===== config.mk =====
export PLATFORM = sky130hd
export DESIGN_NAME = compare_detect_dr
export DESIGN_NICKNAME = d
export VERILOG_FILES = /design/src/rtl/compare_detect_dr.sv
export SDC_FILE = /design/constraint.sdc
export NUM_CORES = 1
export LEC_CHECK = 0
export BUFFER_PORTS_ARGS = -buffer_cell sky130_fd_sc_hd__buf_2
export CORE_AREA = 4 4 41 43
export DETAILED_ROUTE_END_ITERATION = 8
export DIE_AREA = 0 0 45 47
export PLACE_DENSITY_LB_ADDON = 0.25
export SYNTH_ARGS = -nofsm -noshare
export SYNTH_HDL_FRONTEND = slang
export SYNTH_SLANG_ARGS = --single-unit

===== constraint.sdc =====
create_clock -name clk -period 1.82 [get_ports clk]
set_clock_uncertainty 0.15 [all_clocks]
set_input_delay 0.091 -clock clk [delete_from_list [all_inputs] [get_ports clk]]
set_output_delay 0.091 -clock clk [all_outputs]
set_load 0.02 [all_outputs]

===== src/rtl/compare_detect_dr.sv =====
// -----------------------------------------------------------------------------
// compare_detect_dr
//
// Purpose:
//   Dual-rail compare/detect stage on a single clock.
//   - Waits in IDLE for a complete dual-rail codeword.
//   - Evaluates one comparison of the codeword against CMP_VAL.
//   - Presents the one-bit outcome as a dual-rail token on ctrl.
//   - Completes a four-phase handshake with the downstream ctrl_ack.
//   - Returns to IDLE once the input has gone back to spacer.
//
// Parameters:
//   W        number of dual-rail input bits (default pa_AsyncCordic::EW+1)
//   CMP_VAL  W-bit unsigned comparison constant
//
// Ports:
//   clk       single clock; all state changes on its rising edge
//   arst      synchronous, active-high reset
//   data_i    W dual-rail operand bits (spacer 00, valid 01/10, illegal 11)
//   mode      comparison select, sampled only when a codeword is accepted:
//             00 ==CMP_VAL, 01 !=CMP_VAL, 10 all ones, 11 >CMP_VAL (unsigned)
//   ack_i     input acknowledge (high in DRIVE and RELEASE)
//   ctrl      dual-rail result: data_1 = true, data_0 = false, 00 = spacer
//   ctrl_ack  downstream acknowledge
//   err       sticky illegal-code flag (only with the macro below)
//
// Configuration:
//   `define COMPARE_DETECT_ERR_DETECT_EN adds the err port and the ERROR state.
//   - Any 11 bit seen in IDLE latches err and parks the block in ERROR.
//   - Only reset leaves ERROR.
//   Without the macro, an 11 bit decodes as logic 1 for both completeness and
//   value.
// -----------------------------------------------------------------------------

package pa_AsyncCordic;
    localparam int EW = 7;

    typedef struct packed {
        logic data_1;
        logic data_0;
    } dual_rail_t;
endpackage

module compare_detect_dr #(
    parameter int              W       = pa_AsyncCordic::EW + 1,
    parameter logic [W-1:0]    CMP_VAL = {W{1'b0}}
) (
    input  logic                              clk,
    input  logic                              arst,
    input  pa_AsyncCordic::dual_rail_t [W-1:0] data_i,
    input  logic [1:0]                        mode,
    output logic                              ack_i,
    output pa_AsyncCordic::dual_rail_t        ctrl,
    input  logic                              ctrl_ack
`ifdef COMPARE_DETECT_ERR_DETECT_EN
    ,
    output logic                              err
`endif
);

    import pa_AsyncCordic::*;

`ifdef COMPARE_DETECT_ERR_DETECT_EN
    typedef enum logic [1:0] {
        IDLE    = 2'b00,
        DRIVE   = 2'b01,
        RELEASE = 2'b10,
        ERROR   = 2'b11
    } state_t;
`else
    typedef enum logic [1:0] {
        IDLE    = 2'b00,
        DRIVE   = 2'b01,
        RELEASE = 2'b10
    } state_t;
`endif

    // ------------------------------------------------------------------
    // Dual-rail decode helpers
    // ------------------------------------------------------------------

    // Binary value of the codeword. data_1 is the bit value, so 10 -> 1 and
    // 01 -> 0. An illegal 11 also reads as 1.
    function automatic logic [W-1:0] dr_value(input dual_rail_t [W-1:0] d);
        logic [W-1:0] v;
        v = {W{1'b0}};
        for (int i = 0; i < W; i++) begin
            v[i] = d[i].data_1;
        end
        return v;
    endfunction

    // Every bit has left spacer. An 11 bit counts as present.
    function automatic logic dr_complete(input dual_rail_t [W-1:0] d);
        logic c;
        c = 1'b1;
        for (int i = 0; i < W; i++) begin
            c = c & (d[i].data_1 | d[i].data_0);
        end
        return c;
    endfunction

    // Every bit is back at 00.
    function automatic logic dr_spacer(input dual_rail_t [W-1:0] d);
        logic s;
        s = 1'b1;
        for (int i = 0; i < W; i++) begin
            s = s & ~(d[i].data_1 | d[i].data_0);
        end
        return s;
    endfunction

`ifdef COMPARE_DETECT_ERR_DETECT_EN
    // At least one bit carries the illegal 11 code.
    function automatic logic dr_any_illegal(input dual_rail_t [W-1:0] d);
        logic a;
        a = 1'b0;
        for (int i = 0; i < W; i++) begin
            a = a | (d[i].data_1 & d[i].data_0);
        end
        return a;
    endfunction
`endif

    // Comparison selected by mode.
    function automatic logic cmp_eval(input logic [W-1:0] v, input logic [1:0] m);
        logic r;
        case (m)
            2'b00:   r = (v == CMP_VAL);
            2'b01:   r = (v != CMP_VAL);
            2'b10:   r = &v;
            2'b11:   r = (v > CMP_VAL);
            default: r = 1'b0;
        endcase
        return r;
    endfunction

    // ------------------------------------------------------------------
    // Signals
    // ------------------------------------------------------------------
    logic [W-1:0] value_s;
    logic         complete_s;
    logic         spacer_s;
    logic         eval_s;

    state_t       state_r;
    state_t       state_nxt_s;
    logic         result_r;
    logic         result_nxt_s;
    dual_rail_t   ctrl_r;
    dual_rail_t   ctrl_nxt_s;
    logic         ack_r;
    logic         ack_nxt_s;

`ifdef COMPARE_DETECT_ERR_DETECT_EN
    logic         illegal_s;
    logic         err_r;
    logic         err_nxt_s;
`endif

    // Decode the incoming codeword.
    always_comb begin
        value_s    = dr_value(data_i);
        complete_s = dr_complete(data_i);
        spacer_s   = dr_spacer(data_i);
        eval_s     = cmp_eval(value_s, mode);
    end

`ifdef COMPARE_DETECT_ERR_DETECT_EN
    // Flag any illegal bit on the input.
    always_comb begin
        illegal_s = dr_any_illegal(data_i);
    end
`endif

    // Next-state logic. The result is captured only on acceptance and held
    // until the next one, so changes on data_i/mode in DRIVE cannot disturb it.
    always_comb begin
        state_nxt_s  = state_r;
        result_nxt_s = result_r;
`ifdef COMPARE_DETECT_ERR_DETECT_EN
        err_nxt_s    = err_r;
`endif
        case (state_r)
            IDLE: begin
`ifdef COMPARE_DETECT_ERR_DETECT_EN
                if (illegal_s) begin
                    state_nxt_s = ERROR;
                    err_nxt_s   = 1'b1;
                end else
`endif
                if (complete_s && !ctrl_ack) begin
                    state_nxt_s  = DRIVE;
                    result_nxt_s = eval_s;
                end else begin
                    state_nxt_s  = IDLE;
                end
            end
            DRIVE: begin
                if (ctrl_ack) begin
                    state_nxt_s = RELEASE;
                end else begin
                    state_nxt_s = DRIVE;
                end
            end
            RELEASE: begin
                // Spacer and ctrl_ack low in the same cycle is one transition.
                if (spacer_s && !ctrl_ack) begin
                    state_nxt_s = IDLE;
                end else begin
                    state_nxt_s = RELEASE;
                end
            end
`ifdef COMPARE_DETECT_ERR_DETECT_EN
            ERROR: begin
                state_nxt_s = ERROR;
            end
`endif
            default: begin
                state_nxt_s = IDLE;
            end
        endcase
    end

    // Output values for the state being entered. Registering these at the
    // same edge as the state gives one-edge latency with glitch-free outputs.
    // Only DRIVE raises a ctrl rail, and then exactly one.
    always_comb begin
        ctrl_nxt_s = 2'b00;
        ack_nxt_s  = 1'b0;
        case (state_nxt_s)
            DRIVE: begin
                ctrl_nxt_s.data_1 = result_nxt_s;
                ctrl_nxt_s.data_0 = ~result_nxt_s;
                ack_nxt_s         = 1'b1;
            end
            RELEASE: begin
                ctrl_nxt_s = 2'b00;
                ack_nxt_s  = 1'b1;
            end
            default: begin
                ctrl_nxt_s = 2'b00;
                ack_nxt_s  = 1'b0;
            end
        endcase
    end

    // State, held result and registered outputs with synchronous reset.
    always_ff @(posedge clk) begin
        if (arst) begin
            state_r  <= IDLE;
            result_r <= 1'b0;
            ctrl_r   <= 2'b00;
            ack_r    <= 1'b0;
`ifdef COMPARE_DETECT_ERR_DETECT_EN
            err_r    <= 1'b0;
`endif
        end else begin
            state_r  <= state_nxt_s;
            result_r <= result_nxt_s;
            ctrl_r   <= ctrl_nxt_s;
            ack_r    <= ack_nxt_s;
`ifdef COMPARE_DETECT_ERR_DETECT_EN
            err_r    <= err_nxt_s;
`endif
        end
    end

    assign ctrl  = ctrl_r;
    assign ack_i = ack_r;
`ifdef COMPARE_DETECT_ERR_DETECT_EN
    assign err   = err_r;
`endif

endmodule


==> results.sh, run 1 <==
export IMPL_setup_slack_ns=0.2460
export IMPL_die_y_um=47
export IMPL_cts_tree="built"
export IMPL_fp_dieW_um=45
export IMPL_drc=0
export IMPL_setup_tns_ns=0
export IMPL_cts_max_path_buffers=2
export IMPL_multi_input_area_sq_um=271.5
export IMPL_max_vdd_ir_drop_mv=0.3603
export IMPL_rsz0062_at_grt="false"
export IMPL_grt_pass1_vias=497
export IMPL_final_nets=101
export IMPL_routedWlPerCell_um=11.43
export IMPL_seq_area_frac_synth_pct=30.19
export IMPL_portBuffers=23
export IMPL_yosys_warnings=0
export IMPL_drt_iter0_drc=12
export IMPL_netlist_top_cell_by_area="dfxtp_1"
export IMPL_grt_first_pass_wirelength_um=1904
export IMPL_powerDensity_mw_per_mm2=584.5
export IMPL_synthTopCellsByArea="dfxtp_1 30%, nor4_1 7.9%, nand4_1 6.3%, nor4_2 6.3%, o22ai_1 6.3%"
export IMPL_cp_end_kind="flip-flop"
export IMPL_ctsRootBufferMaster="clkbuf_4"
export IMPL_place_gp_congestion=0.6984
export IMPL_start_util_pct=30.58
export IMPL_synth_edf_count=0
export IMPL_regArea_sq_um=120.1
export IMPL_synth_common_cells="6 x dfxtp_1, 6 x nor2_1, 5 x nor4_1"
export IMPL_ys_flop_type="dfxtp_1"
export IMPL_io_pins=24
export IMPL_tritoncts_num_buffers=3
export IMPL_slew_headroom_pct=74.46
export IMPL_die_area_sq_mm=0.002115
export IMPL_ys_seq_elements=6
export IMPL_rows=13
export IMPL_drive_gt1_share_pct=40.26
export IMPL_holdCritPathClass="in -> reg"
export IMPL_crit_fanout=4
export IMPL_clk_pin_slew_ns=0.05
export IMPL_cp_data_required_time_ns=1.85
export IMPL_layoutNonFillerInstCount=92
export IMPL_post_route_period_util_pct=86.49
export IMPL_cts_max_level=1
export IMPL_antenna_cells=0
export IMPL_gr_usage_all_layers_pct=12.43
export IMPL_critical_path_class="reg -> reg"
export IMPL_synthDistinctLibCells=22
export IMPL_antenna_found_initial=0
export IMPL_pre_cts_ws_ns=0.1221
export IMPL_area_delta_synth_final_pct=48.11
export IMPL_async_flop_share_pct=0
export IMPL_grt_ovfl_total=0
export IMPL_syn_area_sq_um=397.9
export IMPL_fillerInstances=147
export IMPL_timing_fmax_ghz=0.6353
export IMPL_slew_viol_final=0
export IMPL_start_kind="flip-flop"
export IMPL_antenna_left=0
export IMPL_status="finished clean"
export IMPL_syn_nets=70
export IMPL_clock_latency_ns=0.25
export IMPL_grt_max_degree=7
export IMPL_finalCriticalPeriod_ns=1.574
export IMPL_syn_inst=48
export IMPL_core_area_sq_mm=0.001301
export IMPL_hold_viol_final=0
export IMPL_firstDrtPassIters=4
export IMPL_yosysTopAreaCellShare_pct=30.19
export IMPL_p_leak_nw=0.2528
export IMPL_dr_total_vias=515
export IMPL_setup_viol=0
export IMPL_avgViaCountPerCell=5.598
export IMPL_place_inst=86
export IMPL_routed_wl_um=1052
export IMPL_syn_area_per_cell_sq_um=8.289
export IMPL_drv_cap=0
export IMPL_crit_arrival_ns=1.61
export IMPL_worst_slew_pin_slew_ns=0.3778
export IMPL_dp_hpwl_um=898.4
export IMPL_clkSinkCount=6
-- final timing paths --
check / start / end / slack (ns) / cells after the start
setup / recovery: state_r[0] / ctrl[1] / 0.25 / 8
setup reg to reg: state_r[0] / ctrl[1] / 0.25 / 8
hold / removal: mode[0] / ctrl[1] / 0.05 / 3
hold reg to reg: result_r / ctrl[1] / 0.40 / 3
-- critical path: stages, from the launching register on --
cell,delay (ns)
dfxtp_1,0.39
nand2b_1,0.12
a41oi_1,0.05
a21oi_1,0.19
ha_1,0.17
inv_1,0.05
nor2_1,0.15
nand4_1,0.11
o2bb2ai_1,0.13
-- area by class of cell --
cell class                      instances  share of cell area, %
Clock buffer                            3                  3.822
Inverter                                3                  1.911
Multi-Input combinational cell         39                  46.07
Sequential cell                         6                  20.38
Tap cell                               15                  3.185
Timing Repair Buffer                   26                  24.63
-- cells in the final DEF, fill, tap and decap left out --
cell | Yosys | routed
inv_1 | 3 | 3
and3_1 | 1 | 1
a31oi_1 | 1 | 1
a211oi_1 | 1 | 1
dfxtp_1 | 6 | 6
nor4b_1 | 1 | 1
nor4_1 | 5 | 5
o22ai_1 | 4 | 4
o2bb2ai_1 | 2 | 2
nor2_1 | 6 | 6
buf_2 | 0 | 23
nand2_1 | 1 | 1
nand4_1 | 4 | 4
nand2b_1 | 1 | 1
dlygate4sd3_1 | 0 | 3
nor3_1 | 2 | 1
and3_2 | 1 | 1
xor2_1 | 1 | 1
a2111oi_2 | 1 | 1
nor3_2 | 0 | 1
a41oi_1 | 1 | 1
clkbuf_4 | 0 | 3
nor4_2 | 2 | 2
ha_1 | 1 | 1
a211o_1 | 1 | 1
a21oi_1 | 2 | 2
-- layer usage --
layer | global-route usage, % | up-vias | routed length [um]
met5 | 0 | - | 0
met4 | 8.772 | 0 | 14
met3 | 3.448 | 2 | 64
met2 | 20.90 | 15 | 527
met1 | 13.50 | 241 | 446
li1 | - | 257 | -
-- cell families after synthesis --
group                      Yosys count  share of synthesized area (%)
buffers and inverters                3                          2.830
DFF                                  6                          30.19
AOI/OAI and AO/OA                   13                          24.84
xor gates and xnor gates             1                          2.202
and+or+nand+nor                     24                          36.79
adders and majority gates            1                          3.144
-- registers in the layout, summed over array words and instances, names as in the netlist --
register	cells
result_r	1
state_r	2
ack_i	1
ctrl	2
-- metrics by stage --
step	total power (W)	area (sq um)	hold slack, ns	util, %
final	0.0003445	589.3	0.04979	45.29
after global placement	0.0002145	531.8	0.1606	40.87
after CTS	0.0003491	584.3	0.05279	44.90
after global routing	0.0003701	589.3	0.08042	45.29
after detailed placement	0.0002155	531.8	0.1593	40.87
after floorplan	0.0001729	397.9	0.009865	-
-- where the power goes --
part | switching (W) | total [W] | internal, W
Combinational | 0.0000426 | 0.0000791 | 0.0000365
Sequential | 0.00000267 | 0.000139 | 0.000136
Clock | 0.0000519 | 0.000127 | 0.0000749
Total | 0.0000972 | 0.000344 | 0.000247
-- timing repair --
item | 4_1_cts | 5_1_grt
endpoints found under the hold margin | 4 | 0
hold buffers | 3 | 0
resized for setup | 0 | 1
buffers inserted | 0 | 0
endpoints found under the setup margin | 0 | 1
Power figures use the tool's default switching activity.
==> inputs of run 2 (changes only) <==
--- a/config.mk
+++ b/config.mk
@@ -6,9 +6,11 @@
 export NUM_CORES = 1
 export LEC_CHECK = 0
 export BUFFER_PORTS_ARGS = -buffer_cell sky130_fd_sc_hd__buf_2
-export CORE_AREA = 4 4 41 43
+export CELL_PAD_IN_SITES_DETAIL_PLACEMENT = 0
+export CELL_PAD_IN_SITES_GLOBAL_PLACEMENT = 1
+export CORE_MARGIN = 4
+export CORE_UTILIZATION = 27
 export DETAILED_ROUTE_END_ITERATION = 8
-export DIE_AREA = 0 0 45 47
 export PLACE_DENSITY_LB_ADDON = 0.25
 export SYNTH_ARGS = -nofsm -noshare
 export SYNTH_HDL_FRONTEND = slang
==> results.sh, run 2 (same netlist as run 1, synthesis figures left out) <==
export IMPL_r2r_end="ctrl[1]"
export IMPL_worst_slew_pin_slew_ns=0.3666
export IMPL_slew_viol_final=0
export IMPL_start_kind="flip-flop"
export IMPL_holdCritStartpoint="mode[0]"
export IMPL_cts_setup_buffers=0
export IMPL_grt_first_pass_wirelength_um=1614
export IMPL_cts_tree="built"
export IMPL_layoutNonFillerInstCount=92
export IMPL_rsz0062_at_grt="false"
export IMPL_fin_util_pct=43.65
export IMPL_hold_viol_final=0
export IMPL_drive_gt1_share_pct=40.26
export IMPL_ctsRootBufferMaster="clkbuf_4"
export IMPL_powerDensity_mw_per_mm2=568.5
export IMPL_antenna_cells=0
export IMPL_routedWlPerCell_um=10.91
export IMPL_status="finished clean"
export IMPL_finalCriticalPeriod_ns=1.588
export IMPL_reg2reg_slack_ns=0.23
export IMPL_timing_rr_start="state_r[0]"
export IMPL_drc=0
export IMPL_tritoncts_num_buffers=3
export IMPL_drv_cap=0
export IMPL_power_switching_w=0.00008813
export IMPL_antenna_found_initial=0
export IMPL_portBuffers=23
export IMPL_drt_iter0_drc=10
export IMPL_cp_end_kind="flip-flop"
export IMPL_cts_max_path_buffers=2
export IMPL_critical_path_class="reg -> reg"
export IMPL_gr_usage_all_layers_pct=10.54
export IMPL_die_y_um=46.39
export IMPL_fp_dieW_um=46.39
export IMPL_max_vdd_ir_drop_mv=0.4314
export IMPL_clkSinkCount=6
export IMPL_grt_ovfl_total=0
export IMPL_die_area_sq_mm=0.002152
export IMPL_rows=13
export IMPL_io_pins=24
export IMPL_finalInstanceArea_sq_um=589.3
export IMPL_p_comb_share_pct=23.5
export IMPL_pwr_share_clk_pct=35.1
export IMPL_clk_pin_slew_ns=0.04
export IMPL_pwr_share_seq_pct=41.4
export IMPL_avgViaCountPerCell=5.152
export IMPL_sw_frac_of_total_pct=26.31
export IMPL_cp_data_required_time_ns=1.84
export IMPL_reg2reg_depth=8
export IMPL_dr_total_vias=474
export IMPL_grt_max_degree=7
export IMPL_grt_pass1_vias=423
export IMPL_antenna_left=0
export IMPL_final_nets=101
export IMPL_slew_headroom_pct=75.22
export IMPL_crit_arrival_ns=1.61
export IMPL_place_gp_congestion=0.7647
export IMPL_place_inst=86
export IMPL_clock_latency_ns=0.24
export IMPL_final_cell_mix="23 x buf_2, 6 x nor2_1, 6 x dfxtp_1"
export IMPL_holdCritPathClass="in -> reg"
export IMPL_cts_max_level=1
export IMPL_crit_fanout=4
export IMPL_start_util_pct=29.47
export IMPL_area_delta_synth_final_pct=48.11
export IMPL_min_to="result_r"
export IMPL_hold_ws_ns=0.06200
export IMPL_dp_hpwl_um=881.3
export IMPL_placed_cell_area_sq_um=531.8
export IMPL_setup_tns_ns=0
export IMPL_mostFrequentLayoutCell="buf_2"
export IMPL_hold_depth=3
export IMPL_p_leak_nw=0.2528
export IMPL_core_area_sq_mm=0.001350
export IMPL_setup_viol=0
export IMPL_routed_wl_um=1004
export IMPL_post_route_period_util_pct=87.26
export IMPL_timing_fmax_ghz=0.6296
export IMPL_firstDrtPassIters=4
export IMPL_p_int_w=0.0002469
==> run 2: timing repair <==
item	CTS	global route
hold buffers	3	0
gates resized for setup	0	1
setup endpoints to repair	0	1
hold endpoints to repair	4	0
==> run 2: how the worst max path moves through the flow <==
stage                    start  slack (ns)  endpoint
CTS                   ctrl_ack        0.14   ctrl[0]
finish              state_r[0]        0.23   ctrl[1]
floorplan           state_r[0]        0.41   ctrl[1]
global placement     data_i[9]        0.08   ctrl[1]
global route        state_r[0]        0.07   ctrl[1]
detailed placement   data_i[3]        0.11   ctrl[1]
==> run 2: through the flow <==
step,power (W),setup WS (ns)
after CTS,0.0003391,0.1442
final,0.0003350,0.2318
after global placement,0.0002161,0.08105
after detailed placement,0.0002151,0.1071
after global routing,0.0003638,0.06795
after floorplan,0.0001729,0.4075
==> run 2: power groups by stage <==
stage	Sequential [W]	Combinational, W	Clock [W]
final	0.000139	0.0000787	0.000118
after global routing	0.000139	0.0000894	0.000136
after CTS	0.000139	0.0000786	0.000122
after detailed placement	0.000141	0.0000743	0
after global placement	0.000141	0.0000753	0
after floorplan	0.000143	0.0000296	0
==> run 2: layout make-up <==
class                           count  area (sq um)
Clock buffer                        3         22.52
Fill cell                         143         760.7
Inverter                            3         11.26
Multi-Input combinational cell     39         271.5
Sequential cell                     6         120.1
Tap cell                           15         18.77
Timing Repair Buffer               26         145.1
==> run 2: worst max-delay path: stages, from the launching register on <==
cell and delay (ns):
dfxtp_1 0.38, nand2b_1 0.12, a41oi_1 0.04, a21oi_1 0.20, ha_1 0.18, inv_1 0.05, nor2_1 0.14, nand4_1 0.11
o2bb2ai_1 0.14
==> run 2: metal layers <==
layer	up-vias	track usage [%]	share of wire (%)
met1	193	14.15	46
met5	-	0	0
li1	259	-	-
met4	0	3.409	0
met3	0	5.078	15
met2	22	14.56	39
==> inputs of run 3 (changes only) <==
--- a/config.mk
+++ b/config.mk
@@ -9,7 +9,8 @@
 export CELL_PAD_IN_SITES_DETAIL_PLACEMENT = 0
 export CELL_PAD_IN_SITES_GLOBAL_PLACEMENT = 1
 export CORE_MARGIN = 4
-export CORE_UTILIZATION = 27
+export CORE_UTILIZATION = 29
+export CTS_BUF_LIST = sky130_fd_sc_hd__clkbuf_8
 export DETAILED_ROUTE_END_ITERATION = 8
 export PLACE_DENSITY_LB_ADDON = 0.25
 export SYNTH_ARGS = -nofsm -noshare
==> results.sh, run 3 (same netlist as run 1, synthesis figures left out) <==
export IMPL_final_nets=102
export IMPL_crit_arrival_ns=1.59
export IMPL_crit_slowest_cell="dlygate4sd3_1"
export IMPL_tritoncts_num_buffers=3
export IMPL_p_leak_nw=0.2656
export IMPL_hold_ws_ns=0.08988
export IMPL_clock_latency_ns=0.22
export IMPL_antenna_cells=0
export IMPL_regArea_sq_um=120.1
export IMPL_cts_max_path_buffers=2
export IMPL_routed_wl_um=1101
export IMPL_reg2reg_depth=8
export IMPL_grt_max_degree=7
export IMPL_start_util_pct=30.58
export IMPL_dr_total_vias=490
export IMPL_firstDrtPassIters=4
export IMPL_place_gp_congestion=0.7015
export IMPL_fillerInstances=136
export IMPL_setup_tns_ns=0
export IMPL_rsz0062_at_grt="false"
export IMPL_clkSinkCount=6
export IMPL_drv_cap=0
export IMPL_setup_viol=0
export IMPL_cp_slowest_stage_delay_ns=0.53
export IMPL_drc=0
export IMPL_final_cell_mix="23 x buf_2, 6 x nor2_1, 6 x dfxtp_1"
export IMPL_core_area_sq_mm=0.001301
export IMPL_cts_max_level=1
export IMPL_avgViaCountPerCell=5.269
export IMPL_mostFrequentLayoutCell="buf_2"
export IMPL_finalCriticalPeriod_ns=1.627
export IMPL_grt_ovfl_total=0
export IMPL_fp_dieW_um=45.04
export IMPL_multi_input_area_sq_um=271.5
export IMPL_grt_first_pass_wirelength_um=1766
export IMPL_die_area_sq_mm=0.002029
export IMPL_post_route_period_util_pct=89.38
export IMPL_die_y_um=45.04
export IMPL_critical_path_class="in -> reg"
export IMPL_crit_chain="dlygate4sd3_1 > buf_2 > nor3_2 > a31oi_1 > a2111oi_2"
export IMPL_gr_usage_all_layers_pct=11.82
export IMPL_cp_startpoint="ctrl_ack"
export IMPL_cp_end_kind="flip-flop"
export IMPL_hold_viol_final=0
export IMPL_cts_setup_buffers=0
export IMPL_timing_rr_start="state_r[0]"
export IMPL_grt_pass1_vias=453
export IMPL_cts_tree="built"
export IMPL_slew_headroom_pct=74.25
export IMPL_reg2reg_slack_ns=0.28
export IMPL_max_vdd_ir_drop_mv=0.6220
export IMPL_crit_end="ctrl[0]"
export IMPL_status="finished clean"
export IMPL_powerDensity_mw_per_mm2=680.4
export IMPL_portBuffers=23
export IMPL_io_pins=24
export IMPL_dp_hpwl_um=886.9
export IMPL_antenna_left=0
export IMPL_worst_slew_pin_slew_ns=0.3809
export IMPL_r2r_end="ctrl[1]"
export IMPL_drive_gt1_share_pct=41.03
export IMPL_clk_pin_slew_ns=0.04
export IMPL_timing_fmax_ghz=0.6147
export IMPL_cp_data_required_time_ns=1.79
export IMPL_area_delta_synth_final_pct=54.72
export IMPL_drt_iter0_drc=11
export IMPL_antenna_found_initial=0
export IMPL_crit_fanout=4
export IMPL_rows=13
export IMPL_routedWlPerCell_um=11.84
export IMPL_holdCritPathClass="in -> reg"
export IMPL_start_kind="input port"
export IMPL_ctsRootBufferMaster="clkbuf_8"
export IMPL_slew_viol_final=0
==> run 3: what timing repair did <==
action,4_1_cts,5_1_grt
setup endpoints to repair,0,1
endpoints found under the hold margin,4,0
hold buffers,3,0
resized for setup,0,1
==> run 3: final cells by class <==
cell class | count | share of cell area (%)
multi-input combinational | 39 | 44.11
timing repair buffer | 27 | 24.80
sequential | 6 | 19.51
clock buffer | 3 | 6.707
tap | 15 | 3.049
inverter | 3 | 1.829
==> run 3: routing by layer <==
layer | GRT usage (%) | routed length (um) | vias to the layer above
li1 | - | - | 260
met1 | 13.94 | 482 | 215
met2 | 19.49 | 562 | 15
met3 | 5.976 | 55 | 0
met4 | 1.754 | 0 | 0
met5 | 0 | 0 | -
==> run 3: worst min path at each step <==
stage / startpoint / to / slack [ns] / cells past startpoint
after CTS: mode[0] / ctrl[0] / 0.09 / 3
after global placement: ctrl_ack / state_r[0] / 0.17 / 2
after floorplan: arst / ctrl[0] / 0.01 / 1
after detailed placement: ctrl_ack / state_r[0] / 0.16 / 2
final: mode[0] / ctrl[1] / 0.09 / 3
after global routing: mode[0] / ctrl[0] / 0.11 / 3
==> run 3: power by group <==
group | internal [W] | switching (W) | total [W]
Clock | 0.000142 | 0.0000547 | 0.000197
Sequential | 0.000136 | 0.00000270 | 0.000139
Combinational | 0.0000388 | 0.0000443 | 0.0000831
==> run 3: critical path, delay by kind of cell <==
family	cells	cell delay [ns]
buffers and inverters	2	0.68
and+or+nand+nor	1	0.27
AOI/OAI and AO/OA	2	0.55
==> run 3: metrics by stage <==
stage | cells | area (sq um) | utilization [%] | power (W) | worst slack (ns)
after detailed placement | 87 | 539.3 | 41.44 | 0.0002183 | 0.1576
after global routing | 93 | 615.6 | 47.31 | 0.0004403 | 0.08331
after global placement | 87 | 539.3 | 41.44 | 0.0002193 | 0.1371
after CTS | 93 | 610.6 | 46.92 | 0.0004195 | 0.08333
after floorplan | 48 | 397.9 | - | 0.0001729 | 0.4075
final | 93 | 615.6 | 47.31 | 0.0004189 | 0.1933
